===== config.mk =====
export PLATFORM = sky130hd
export DESIGN_NAME = uex_mutex_arb
export DESIGN_NICKNAME = d
export VERILOG_FILES = /design/src/rtl/uex_mutex_arb.sv
export SDC_FILE = /design/constraint.sdc
export NUM_CORES = 1
export LEC_CHECK = 0
export ABC_AREA = 1
export BUFFER_PORTS_ARGS = -buffer_cell sky130_fd_sc_hd__buf_2
export CORE_MARGIN = 3
export CORE_UTILIZATION = 51
export DETAILED_ROUTE_END_ITERATION = 10
export PLACE_DENSITY = 0.86
export SLEW_MARGIN = 30
export SYNTH_ARGS = -nofsm -noshare
export SYNTH_HDL_FRONTEND = slang
export SYNTH_SLANG_ARGS = --single-unit

===== constraint.sdc =====
create_clock -name clock -period 3.15 [get_ports clock]
set_clock_uncertainty 0.15 [all_clocks]
set_input_delay 0.4725 -clock clock [delete_from_list [all_inputs] [get_ports clock]]
set_output_delay 0.4725 -clock clock [all_outputs]
set_load 0.005 [all_outputs]

===== src/rtl/uex_mutex_arb.sv =====
// uex_mutex_arb: hardware mutex manager for the uex_mutex services.
// N_MUTEX lock slots (busy flag + owner ID) shared by N_REQ requesters.
// Lock/unlock requests are arbitrated round-robin, one grant per cycle.
// A lock on a held slot stays pending until the slot frees; locks are
// non-recursive, so re-locking an owned slot blocks forever.
// Optional feature: define UEX_MUTEX_WDOG_EN to add a per-slot hold
// watchdog that force-frees a slot after HOLD_MAX cycles held and pulses
// wdog_expire for that slot. Without the macro wdog_expire is tied low.
module uex_mutex_arb #(
  parameter int unsigned N_REQ    = 4,
  parameter int unsigned N_MUTEX  = 8,
  parameter int unsigned IDW      = 3,
  parameter int unsigned HOLD_MAX = 1024
) (
  input  logic                   clock,
  input  logic                   reset,
  input  logic [N_REQ-1:0]       req_valid,
  input  logic [N_REQ-1:0]       req_op,
  input  logic [N_REQ*IDW-1:0]   req_id,
  output logic [N_REQ-1:0]       req_ready,
  output logic [N_REQ-1:0]       rsp_err,
  output logic [N_MUTEX-1:0]     mutex_busy,
  output logic [N_MUTEX-1:0]     wdog_expire
);

  localparam int unsigned RW = (N_REQ > 1) ? $clog2(N_REQ) : 1;
  localparam int unsigned SW = (N_MUTEX > 1) ? $clog2(N_MUTEX) : 1;

  // Reject parameter sets the datapath cannot represent.
  if (N_REQ < 2 || N_MUTEX < 1 || IDW < SW || HOLD_MAX < 1) begin : g_bad_params
    $error("uex_mutex_arb: illegal parameter combination");
  end

  logic [RW-1:0]      rr_ptr_q;
  logic [RW-1:0]      owner_q [N_MUTEX];

  logic [N_REQ-1:0]   elig_c;
  logic [N_REQ-1:0]   inr_c;
  logic [SW-1:0]      slot_c [N_REQ];
  logic [N_MUTEX-1:0] expiring_c;

  logic               win_vld_c;
  logic [RW-1:0]      win_idx_c;
  logic [RW-1:0]      cand_c;
  logic               win_op_c;
  logic               win_inr_c;
  logic [SW-1:0]      win_slot_c;

  // Per-requester decode and eligibility; the ready mask blocks re-service
  // of a request whose completion pulse is showing this cycle.
  always_comb begin
    elig_c = '0;
    inr_c  = '0;
    for (int r = 0; r < N_REQ; r++) begin
      slot_c[r] = SW'(req_id[r*IDW +: IDW]);
      inr_c[r]  = (32'(req_id[r*IDW +: IDW]) < N_MUTEX);
      if (req_valid[r] && !req_ready[r]) begin
        if (!inr_c[r]) begin
          // Out-of-range index completes as an error regardless of op.
          elig_c[r] = 1'b1;
        end else if (expiring_c[slot_c[r]]) begin
          // A slot being force-freed this edge accepts no grant.
          elig_c[r] = 1'b0;
        end else if (!req_op[r] || !mutex_busy[slot_c[r]]) begin
          elig_c[r] = 1'b1;
        end
      end
    end
  end

  // Round-robin search from rr_ptr upward with wrap.
  always_comb begin
    win_vld_c = 1'b0;
    win_idx_c = '0;
    cand_c    = '0;
    for (int k = 0; k < N_REQ; k++) begin
      cand_c = RW'((32'(rr_ptr_q) + 32'(k)) % N_REQ);
      if (!win_vld_c && elig_c[cand_c]) begin
        win_vld_c = 1'b1;
        win_idx_c = cand_c;
      end
    end
  end

  // Winner's request fields.
  always_comb begin
    win_op_c   = req_op[win_idx_c];
    win_inr_c  = inr_c[win_idx_c];
    win_slot_c = slot_c[win_idx_c];
  end

  // Commit the winner: slot state, owner, completion pulse and rr pointer.
  always_ff @(posedge clock or posedge reset) begin
    if (reset) begin
      rr_ptr_q   <= '0;
      req_ready  <= '0;
      rsp_err    <= '0;
      mutex_busy <= '0;
      for (int s = 0; s < N_MUTEX; s++) begin
        owner_q[s] <= '0;
      end
    end else begin
      req_ready <= '0;
      rsp_err   <= '0;
      for (int s = 0; s < N_MUTEX; s++) begin
        if (expiring_c[s]) begin
          mutex_busy[s] <= 1'b0;
        end
      end
      if (win_vld_c) begin
        req_ready[win_idx_c] <= 1'b1;
        rr_ptr_q <= (32'(win_idx_c) == N_REQ - 1) ? '0 : win_idx_c + RW'(1);
        if (!win_inr_c) begin
          rsp_err[win_idx_c] <= 1'b1;
        end else if (win_op_c) begin
          mutex_busy[win_slot_c] <= 1'b1;
          owner_q[win_slot_c]    <= win_idx_c;
        end else if (mutex_busy[win_slot_c] && (owner_q[win_slot_c] == win_idx_c)) begin
          mutex_busy[win_slot_c] <= 1'b0;
        end else begin
          rsp_err[win_idx_c] <= 1'b1;
        end
      end
    end
  end

`ifdef UEX_MUTEX_WDOG_EN
  localparam int unsigned CW = (HOLD_MAX > 1) ? $clog2(HOLD_MAX) : 1;

  logic [CW-1:0] hold_cnt_q [N_MUTEX];

  // A held slot whose count has reached HOLD_MAX-1 is freed at this edge.
  always_comb begin
    expiring_c = '0;
    for (int s = 0; s < N_MUTEX; s++) begin
      expiring_c[s] = mutex_busy[s] && (32'(hold_cnt_q[s]) == HOLD_MAX - 1);
    end
  end

  // Hold counters: cleared on a granted lock, counting while held.
  always_ff @(posedge clock or posedge reset) begin
    if (reset) begin
      wdog_expire <= '0;
      for (int s = 0; s < N_MUTEX; s++) begin
        hold_cnt_q[s] <= '0;
      end
    end else begin
      wdog_expire <= expiring_c;
      for (int s = 0; s < N_MUTEX; s++) begin
        if (win_vld_c && win_op_c && win_inr_c && (win_slot_c == SW'(s))) begin
          hold_cnt_q[s] <= '0;
        end else if (mutex_busy[s] && !expiring_c[s]) begin
          hold_cnt_q[s] <= hold_cnt_q[s] + CW'(1);
        end
      end
    end
  end
`else
  assign expiring_c  = '0;
  assign wdog_expire = '0;
`endif

endmodule


; Word level (Yosys, flattened, before mapping)
; Memories as Yosys holds them, arrays and structs flattened.
; Cells that the tools add are included.
[totals]
romBits = 32
input_bits = 22
ff_bits = 34
mem_count = 4
word_cells = 142
[op_classes]
mux = 67
add_sub_neg = 4
n_reduce_logical = 33
n_bitwise = 5
magnitude_cmp = 15
n_eq_ne = 2
[mem_list]
columns = name, words, width, rd, rd_clocked_by_memory_dff, write_ports, line_no
row1 = (no name shown), 8, 1, 1, 0, 0, 61  ; end else if (expiring_c[slot_c[r]]) begin
row2 = (no name shown), 8, 1, 1, 0, 0, 61
row3 = (no name shown), 8, 1, 1, 0, 0, 61
row4 = (no name shown), 8, 1, 1, 0, 0, 61
[ops]
columns = op, count
row1 = 1-bit 2-to-1 mux, 33
row2 = "3-bit by 4-bit less-than comparator with 1-bit output, second input constant", 5
row3 = 4-bit 2-to-1 mux, 5
row4 = 16-bit bitwise mux, 1
row5 = 2-bit 2-to-1 mux, 8
row6 = 8-bit 2-to-1 mux, 2
row7 = 1-bit binary-select mux with 3-bit select, 5
row8 = 1-bit logical NOT, 15
row9 = "2-bit by 3-bit less-than comparator with 1-bit output, second input constant", 5
row10 = 1-bit binary-select mux with 2-bit select, 6
row11 = 1-bit logical AND, 11
row12 = 8-bit AND, 1
row13 = 8-bit inverter, 1
row14 = 8-bit OR, 1
row15 = 2-bit binary-select mux with 3-bit select, 1
row16 = 3-bit binary-select mux with 2-bit select, 1
row17 = 2-bit demux with 3-bit select, 1
row18 = 3-bit 2-to-1 mux, 2
row19 = 3-bit AND reduction, 2
row20 = "2-bit by 1-bit adder with 2-bit output, second input constant", 2
row21 = "2-bit adder, second input constant", 2
row22 = "4-bit >= comparator, second input constant", 1
row23 = 1-bit logical OR, 4
row24 = "4-bit by 1-bit less-than comparator with 1-bit output, second input constant", 1
row25 = 10 further kinds, 10

; Depth between registers and ports, before layout
[depth]
depth_word = 33
ltp_mapped = 30
mapped_depth_nobuf = 29

; Worst setup path after synthesis
; No wires, ideal clock.
[synth_path]
path_type = input port to flip-flop
from = input req_id[6]
to = register with a tool-made name
arrival_ps = 2770
slack_ps = 110
stages = 27
setup_ps = 120
cell_sequence = inv_2 -> nand2_1 -> nand3_1 -> nand3_1 -> nand3_1 -> nand3_1 -> nand3_1 -> nand2_2 -> nand2_1 -> nand2_2 -> nor2_2 -> nand2_2 -> buf_6 -> nand3_1 -> nand3_1 -> nand2_4 -> buf_6 -> nand2_1 -> nand3_1 -> nand2_1 -> o21ai_1 -> nand3_1 -> o21bai_2 -> buf_6 -> nand3_2 -> nand2_1 -> nand2_1
[synth_lines]
columns = element, line_no
row1 = "start, declared", 19  ; input logic [N_REQ*IDW-1:0] req_id,

==> impl_metrics.json <==
{
  "status": "finished with violations",
  "violations": "negative setup slack",
  "crit_arrival_ns": 4.02,
  "hp-class": "input pin to asynchronous set/reset pin",
  "syn_area_per_cell_sq_um": 6.55,
  "routed_wl_mm": 13.8,
  "ys_types": 27,
  "layout.cells.most_common": "nand2_1",
  "grt_pass1_wl_mm": 15.1,
  "hold_ws_ns": 0.0985,
  "max_cap_viol_count": 0,
  "dp_cells": 553,
  "diodes": 0,
  "gp_congestion": 0.909,
  "clock-sinks": 34,
  "via_count": 3947,
  "antenna_found_initial": 0,
  "final_cells": 603,
  "htreeDepth": 2,
  "drc": 0,
  "initial_core_util": 0.543,
  "area_growth_pct": 67.6,
  "gr-total-overflow": 0,
  "use_met1": 0.354,
  "num-nets-final": 561,
  "cts.hold.buffers_added": 0,
  "insertion_delay_ns": 0.31,
  "synthCells": 404,
  "met2_usage": 0.545,
  "synth_top_cell_by_area": "dfrtp_1",
  "required_ns": 3.17,
  "first_iter_violations": 534,
  "grt_usage": 0.312,
  "tritoncts": "built",
  "cts-root-buf": "clkbuf_8",
  "max_freq_mhz": 250,
  "async_flop_share": 1.00,
  "slew_viol_final": 0,
  "die-area_sq_um": 6090,
  "yosysSeqAreaShare": 0.321,
  "synthFlopType": "dfrtp_1",
  "firstDrtPassIters": 5,
  "synth-edff-count": 0,
  "cp_common_cell": "nand2_2",
  "min_period_over_period": 1.27,
  "synthAdderAreaFrac": 0.0189,
  "io_buffers": 37,
  "ios": 46,
  "rsz0062_at_grt": "true",
  "syn_area_sq_um": 2650,
  "slowest_stage": "dfrtp_1",
  "grt_pass1_vias": 3263,
  "muxShareOfSynthArea": 0,
  "cts_buffer_depth": 2,
  "ant_nets": 0,
  "placementRows": 25,
  "hold_viol": 0,
  "drt-vias-per-instance": 6.55,
  "ys_ff_latch": 34,
  "wire_per_inst_microns": 22.9,
  "start_kind": "flop",
  "mostFrequentLayoutCells": "nand2_1 (102), buf_4 (78), nand2_2 (38), nand3_2 (38), buf_2 (37)",
  "synth-xor-area-share": 0,
  "finalSetupTns_ns": -15.56,
  "grt_busiest_layer": "met2",
  "yosysWarnings": 0,
  "synth.area.top_cells": "dfrtp_1 (32%), nand2_1 (22%), nand3_1 (12%)",
  "post-route-util": 0.909,
  "crit_fanout": 6,
  "synth_top_family_by_area": "simple AND/OR/NAND/NOR gates",
  "grtUsageMet3": 0.0493,
  "yosys.area_share.simple": 0.490,
  "regArea_sq_um": 851,
  "multi_input_area_sq_um": 2240,
  "clkTransAtPathRegs_ns": 0.09,
  "synth_compound_area_frac": 0.0534,
  "finalSetupViolations": 28,
  "dp_hpwl_mm": 5.95,
  "coreArea_sq_um": 4880,
  "fin_crit_ns": 4.00,
  "max_stage_delay_ns": 0.44,
  "end_kind": "flop",
  "yosysTopAreaCellShare": 0.321,
  "grt_start_max_net_pins": 35,
  "die_w_microns": 78.1,
  "cts_made_buffers": 5,
  "worst_slack_ns": -0.850,
  "critPathKind": "flop to flop",
  "fillers": 192,
  "drive_gt1_frac": 0.560,
  "die_h_microns": 78.1
}
kinds of logic after synthesis:
kind of cell | after synthesis
adders and majority gates | 4
DFF | 34
AOI/OAI and AO/OA | 24
and+or+nand+nor | 280
other | 1
buffers and inverters | 61
timing repair:
action,in CTS,in global routing
gates cloned,3,0
endpoints found under the setup margin,28,28
buffers inserted,18,22
pin swaps,38,50
gates resized for setup,82,117
endpoints found under the hold margin,0,0
synth_stat cells (5+ instances only):
cell type,count
nand2_1,153
nand3_1,66
inv_1,36
dfrtp_1,34
nor2_1,27
o21ai_0,17
nand3_2,15
buf_4,10
inv_2,6
buf_6,5
nand2_2,5
through the flow:
step | cell area, sq um | setup WS, ns
global route | 4440 | -0.936
detailed placement | 3240 | -0.488
CTS | 3810 | -0.148
global placement | 3240 | -0.334
floorplan | 2670 | 0.110
finish | 4440 | -0.850
worst max-delay path: cells and delay by family (launching register included):
| kind | cells | cell delay (ns) |
|---|---|---|
| AND/OR/NAND/NOR | 23 | 2.32 |
| AO/OA/AOI/OAI | 2 | 0.48 |
| buffers and inverters | 3 | 0.45 |
| flip-flops | 1 | 0.44 |
area by class of cell:
class | count | area share
Clock buffer | 6 | 0.0164
Clock inverter | 2 | 0.00310
Inverter | 43 | 0.0381
Multi-Input combinational cell | 318 | 0.505
Sequential cell | 34 | 0.192
Tap cell | 67 | 0.0189
Timing Repair Buffer | 133 | 0.227
worst paths after layout:
| check | end | slack [ns] | depth (start not counted) |
|---|---|---|---|
| setup / recovery | flop | -0.85 | 28 |
| hold / removal | req_ready[1] | 0.1 | 3 |
| setup reg to reg | flop | -0.85 | 28 |
| hold reg to reg | owner_q[0] | 0.35 | 2 |
| max in group asynchronous | owner_q[1] | 2.42 | 3 |
| min in group clock | owner_q[0] | 0.35 | 2 |
routing by layer:
layer  vias up  wire length [microns]  part of all wire
li1       1543                      -                 -
met1      1807                   4520              0.33
met2       446                   6160              0.45
met3       151                   1740              0.13
met4         0                   1410              0.10
met5         -                      0                 0
Power is left out: the tool's default activity adds up to more than one toggle a clock period on the data nets, which glitch-free logic cannot reach.
